--- src/rtl/truth_sweep_capture.sv ---
// truth_sweep_capture: walks a 4-bit vector through 0..15, holding each one
// for DWELL clocks. It samples a single-bit unit-under-test output once per
// vector, builds the 16-entry truth table and compares it with an expected
// table. It reports pass, the mismatch count and the lowest failing vector.
module truth_sweep_capture #(
  parameter int unsigned DWELL = 4
) (
  input  logic        clk,
  input  logic        rst_n,
  input  logic        start,
  input  logic        abort,
  input  logic [15:0] expected,
  input  logic        y_in,
  output logic [3:0]  sel,
  output logic        busy,
  output logic        done,
  output logic        pass,
  output logic [15:0] table_out,
  output logic [4:0]  mismatch_cnt,
  output logic [3:0]  first_fail
);

  typedef enum logic {IDLE, SWEEP} state_t;

  // Counter reload value. DWELL is 1..255, so it fits in eight bits.
  localparam logic [7:0] RELOAD = 8'(DWELL - 1);

  state_t      state;
  logic [7:0]  dwell_cnt;
  logic [15:0] exp_q;
  logic        sample_miss;
  logic [4:0]  next_cnt;

  // Mismatch flag for the vector currently on sel, and the count including it.
  // With five bits the count reaches 16 without wrapping.
  always_comb begin
    sample_miss = (y_in != exp_q[sel]);
    next_cnt    = mismatch_cnt + {4'b0000, sample_miss};
  end

  // Sweep controller. All outputs are registered here. The last sample also
  // returns the block to idle and resolves pass in the same edge.
  always_ff @(posedge clk or negedge rst_n) begin
    if (!rst_n) begin
      state        <= IDLE;
      dwell_cnt    <= '0;
      exp_q        <= '0;
      sel          <= '0;
      busy         <= 1'b0;
      done         <= 1'b0;
      pass         <= 1'b0;
      table_out    <= '0;
      mismatch_cnt <= '0;
      first_fail   <= '0;
    end else begin
      case (state)
        IDLE: begin
          if (start) begin
            exp_q        <= expected;
            table_out    <= '0;
            mismatch_cnt <= '0;
            first_fail   <= '0;
            done         <= 1'b0;
            pass         <= 1'b0;
            sel          <= '0;
            dwell_cnt    <= RELOAD;
            busy         <= 1'b1;
            state        <= SWEEP;
          end
        end
        SWEEP: begin
          if (abort) begin
            state <= IDLE;
            busy  <= 1'b0;
            sel   <= '0;
            done  <= 1'b0;
            pass  <= 1'b0;
          end else if (dwell_cnt != 8'd0) begin
            dwell_cnt <= dwell_cnt - 8'd1;
          end else begin
            table_out[sel] <= y_in;
            mismatch_cnt   <= next_cnt;
            if (sample_miss && (mismatch_cnt == 5'd0)) begin
              first_fail <= sel;
            end
            if (sel != 4'hF) begin
              sel       <= sel + 4'd1;
              dwell_cnt <= RELOAD;
            end else begin
              sel   <= '0;
              busy  <= 1'b0;
              done  <= 1'b1;
              pass  <= (next_cnt == 5'd0);
              state <= IDLE;
            end
          end
        end
        default: state <= IDLE;
      endcase
    end
  end

endmodule

--- config.mk ---
export PLATFORM = sky130hd
export DESIGN_NAME = truth_sweep_capture
export DESIGN_NICKNAME = d
export VERILOG_FILES = /design/src/rtl/truth_sweep_capture.sv
export SDC_FILE = /design/constraint.sdc
export NUM_CORES = 1
export LEC_CHECK = 0
export ABC_AREA = 1
export CAP_MARGIN = 25
export CORE_MARGIN = 1.5
export CORE_UTILIZATION = 50
export CTS_BUF_LIST = sky130_fd_sc_hd__clkbuf_4 sky130_fd_sc_hd__clkbuf_8
export CTS_CLUSTER_SIZE = 30
export DETAILED_ROUTE_END_ITERATION = 16
export HOLD_SLACK_MARGIN = 0.05
export PLACE_DENSITY = 0.76
export SLEW_MARGIN = 20
export SYNTH_ARGS = -nofsm -noshare
export SYNTH_HDL_FRONTEND = slang
export SYNTH_SLANG_ARGS = --single-unit
export TNS_END_PERCENT = 20
--- constraint.sdc ---
create_clock -name clk -period 3.4 [get_ports clk]
set_clock_uncertainty 0.2 [all_clocks]
set_input_delay 0.34 -clock clk [delete_from_list [all_inputs] [get_ports clk]]
set_output_delay 0.34 -clock clk [all_outputs]
set_load 0.01 [all_outputs]
== Word level (Yosys, flattened, before mapping) ==
Index checks and enable logic that the tools add are counted.
Word-level totals
  flip-flop bits (word level): 57
  output and inout port bits: 32
  word-level logic and storage cells: 82
Cells by class
  $add $sub $neg: 3
  order comparisons: 2
  eq/ne operators: 9
  muxes and demuxes: 46
  bitwise operators: 1
  reductions and logical operators: 11
Operators by type and width (count)
  $mux W16: 3
  $mux W8: 4
  $pmux W16 S2: 1
  $mux W4: 7
  $mux W1: 17
  $bwmux W16: 1
  $pmux W4 S2: 2
  $pmux W8 S2: 1
  $mux W5: 3
  $logic_not A5 Y1: 2
  $pmux W5 S2: 1
  $reduce_and A3 Y1: 3
  $pmux W1 S2: 4
  $reduce_bool A8 Y1: 1
  $sub A8 B1 Y8 const B: 1
  $ne A2 B2 Y1 const B: 3
  $ne A3 B3 Y1 const B: 2
  $add A5 B1 Y5: 1
  $lt A4 B5 Y1 const B: 1
  $add A4 B1 Y4 const B: 1
  $bmux W1 S4: 1
  $demux W1 S4: 1
  $ge A4 B1 Y1 const B: 1
  $ne A4 B4 Y1 const B: 1
  other kinds (7): 9

== Depth between registers and ports, before layout ==
  depth after elaboration: 9
  depth in mapped cells: 17
  mapped depth without buffers: 16

== Worst setup path before layout ==
Ideal clock, no wire load.
  path type: register -> register
  start point: reg sel[0]
  end point: reg pass
  library setup time: 0.076 ns
  arrival: 2.098 ns
  required time: 3.124 ns
  slack: 1.026 ns
  stages on the path, launching flop included: 17
  path buffers: 1
  cells stage by stage: dfrtp_1 inv_1 buf_2 nand2_1 nand3_1 nand2_1 nand2_1 nand2_1 nor2_1 nand2_1 and2_1 ha_1 ha_1 xor2_1 nor3_1 nand3_1 o21ai_1
On the way
  cells in the longest elaborated chain, start to end: 9
Ends and longest elaborated chain
  start, declared: line 14  | output logic [3:0] sel,
  start signal, assigned: line 87  | sel <= sel + 4'd1;
  $bmux W1 S4: line 37  | sample_miss = (y_in != exp_q[sel]);
  $mux W1 (not written as such): line 37
  $ne A1 B1 Y1: line 37
  $add A5 B1 Y5: line 38  | next_cnt = mismatch_cnt + {4'b0000, sample_miss};
  $logic_not A5 Y1: line 93  | pass <= (next_cnt == 5'd0);
  $mux W1: line 86  | if (sel != 4'hF) begin
  $mux W1: line 78  | end else if (dwell_cnt != 8'd0) begin
  $mux W1: line 72  | if (abort) begin
  $pmux W1 S2: line 56  | case (state)
  end signal, assigned: line 93
  end, declared: line 17  | output logic pass,
Several ways; a longest one is shown, not always the timed one. The select of a mux whose other input is x is not followed.
A chain may end at the register's enable or synchronous reset.

== Worst setup path after layout ==
Ends and elaborated chain as after synthesis.

==> impl_metrics.yaml <==
global_routing:
  grt_usage: 0.231
  grt_pass1_vias: 2525
  grt_pass1_wl_um: 11300
  grt_start_max_net_pins: 34
  grt_overflow_total: 0
  antenna_found_initial: 0
synthesis:
  synth_area_leaders: "dfrtp_1 48%, nand2_1 12%, o21ai_0 7.3%"
  synthCells: 374
  yosys-top-cells-count: "95 x nand2_1, 57 x dfrtp_1, 44 x inv_1, 44 x o21ai_0, 26 x nand3_1"
  yosys_most_used_dff: "dfrtp_1"
  synth-seq-area-share: 0.475
  synth_top_family_by_area: "simple AND/OR/NAND/NOR gates"
  synth_largest_area_cell: "dfrtp_1"
  synth_fa_ha_area_frac: 0.0333
  post_synth.cell_area_avg_um2: 8.03
  synth_xor_area_frac: 0.0204
  ys_ff_latch: 57
  syn_nets: 403
  yosysUniqueCellTypes: 26
  synth-compound-area-share: 0.149
  synthMuxAreaShare: 0
  yosysTopAreaCellShare: 0.475
  synthArstFlopShare: 1.00
  yosys_warnings: 0
  syn-cell-area_um2: 3000
  yosysMostFrequentCell: "nand2_1"
  synth_edf_count: 0
  synthSimpleGateAreaFrac: 0.229
critical_path:
  end_kind: "flop"
  rr_worst_depth: 15
  reg2reg_slack_ps: 560
  crit_slowest_cell: "dfrtp_1"
  r2r_start: "sel[0]"
  cp_slowest_stage_delay_ps: 540
  crit_required_ps: 3460
  critPathArrivalTime_ps: 2900
  critPathMaxFanout: 14
  cp_num_buf_inv: 1
  crit_chain: "inv_1, nand2_1, nand3_1, nand2_1, nand2_1, nand2_1, nor2_1, nand2_1, and2_1, ha_1, ha_1, xor2_1, nor3_1, nand3_1, o21ai_1"
  worst-setup-path-type: "flop to flop"
  crit_top_cell: "nand2_1"
  cp_top_family: "simple AND/OR/NAND/NOR gates"
  r2r_end: "pass"
  startpoint_type: "flop"
timing:
  finalWorstSetupSlack_ps: 565
  timing.fmax_ghz: 0.353
  rsz0062_at_grt: "false"
  min_period_ps: 2840
  tns_ps: 0
  hold_viol: 0
  worst_pin_slew_ps: 579
  relSlewSlack: 0.614
  drv_slew: 0
  period_share: 0.834
  setup_viol: 0
cts:
  cts_resized: 0
  clk_path_buf_depth: 2
  htree_levels: 3
  postCtsSetupRepairBufs: 0
  clk_pin_slew_worst_paths_ps: 60
  clock-sinks: 57
  insertion_delay_ps: 330
  cts_buffers: 9
  cts_tree: "done"
  clockRootBuffer: "clkbuf_8"
min_path:
  worst_hold_path.num_cells: 2
  worstHoldStart: "first_fail[3]"
  hold_path.class: "flop to flop"
  min_to: "first_fail[3]"
die:
  fp.dieH_um: 80.5
  die_area_um2: 6480
  die_x_um: 80.5
  io_pins: 53
  core_um2: 5850
  std_cell_rows: 28
  start_util: 0.513
drt:
  ant_nets: 0
  firstDrtPassIters: 4
  drt-initial-drc-count: 139
  drt-total-wl_um: 6510
  via_per_inst: 5.20
  vias: 2635
  wire_per_inst_um: 12.8
  drc: 0
placed_design:
  port_buffers: 52
  place.gp.congestion: 0.909
  hpwl_um: 4590
  dp_slack_ps: 643
run:
  drv_cap: 0
final_layout:
  syn2layout_area_growth_pct: 24.6
  final_layout_size_suffix_gt1_frac: 0.0926
  fin_util: 0.639
  antenna_cells: 0
  nNetsFinal: 458
power_and_ir_drop:
  internal_power_uw: 1680
  powerDensity_nw_per_um2: 766
  pwr-share-seq: 0.361
  power_frac_clock: 0.186
  ir_drop_mv: 0.430
  p_leak_uw: 0.00176
  combPwrFrac: 0.453
  p_sw_frac: 0.415
  netSwitchingPower_uw: 1190
run_status:
  status: "finished clean"
## cells in the final DEF (no fill, tap or decap), drive strengths merged
master / instances
dfrtp: 57
and2: 1
dlygate4sd3: 1
a31oi: 3
xor2: 7
buf: 5
clkinv: 1
nor3b: 1
nand4: 3
ha: 8
nand2: 98
nor3: 8
clkbuf: 13
o31ai: 15
a21oi: 7
nor2: 15
o21ai: 51
clkdlybuf4s50: 51
inv: 56
o22ai: 4
nand3: 27
## per-stage QoR
stage	hold slack (ps)	power (uW)	instances	cell area, um2
after floorplan	-156	1890	374	3000
after global routing	289	3130	507	3740
after CTS	273	2880	507	3740
after global placement	171	2300	492	3570
after detailed placement	172	2330	492	3570
final	269	2860	507	3740
## registers in the layout (all words and copies together) (netlist names)
register / count
pass: 1
first_fail: 4
table_out: 16
sel: 4
exp_q: 16
state: 1
mismatch_cnt: 5
done: 1
dwell_cnt: 8
busy: 1
## kinds of logic (layout without fill, tap and decap cells)
logic type,count (synthesis),after routing
and+or+nand+nor,153,153
AOI/OAI and AO/OA,80,80
buffers and inverters,69,127
DFF,57,57
adders and majority gates,8,8
xor gates and xnor gates,7,7
## worst reg2reg max path, delay by kind of cell, from the launching register on
family | cells | cell delay [ps]
AO/OA/AOI/OAI | 1 | 130
buffers and inverters | 1 | 350
AND/OR/NAND/NOR | 10 | 960
flip-flops | 1 | 540
adder cells (fa/ha/maj) | 2 | 410
XOR/XNOR | 1 | 160
## worst max path at each step
stage	end	slack, ps	from	cells past startpoint
finish	pass	560	sel[0]	15
global route	pass	310	sel[0]	14
CTS	pass	630	sel[0]	15
detailed placement	pass	640	sel[0]	15
global placement	pass	780	sel[0]	15
floorplan	pass	1030	sel[0]	16
## layer usage
| metal | part of all wire | global-route usage | up-vias | wire length, um |
|---|---|---|---|---|
| li1 | - | - | 1323 | - |
| met1 | 0.46 | 0.293 | 1221 | 3020 |
| met2 | 0.46 | 0.353 | 76 | 2980 |
| met3 | 0.057 | 0.0875 | 15 | 368 |
| met4 | 0.020 | 0.0931 | 0 | 131 |
| met5 | 0 | 0 | - | 0 |
## power by group through the flow
stage	combinational (uW)	clock, uW	sequential, uW
2_1_floorplan	860	0	1030
3_3_place_gp	1260	0	1040
3_5_place_dp	1290	0	1040
4_1_cts	1300	546	1030
5_1_grt	1480	581	1060
6_report	1300	532	1030
## area by class of cell
class | instances | area (um2)
fillers | 500 | 2110
multi-input cells | 248 | 1290
flip-flops and latches | 57 | 1430
inverters | 56 | 210
clock inverters | 1 | 5.00
clock buffers | 13 | 154
well taps | 75 | 93.8
repair buffers | 57 | 556
## what timing repair did
| action | in CTS | in global routing |
|---|---|---|
| endpoints found under the hold margin | 26 | 0 |
| hold buffers | 1 | 0 |
| setup endpoints to repair | 0 | 0 |
(Power assumes the default switching activity.)
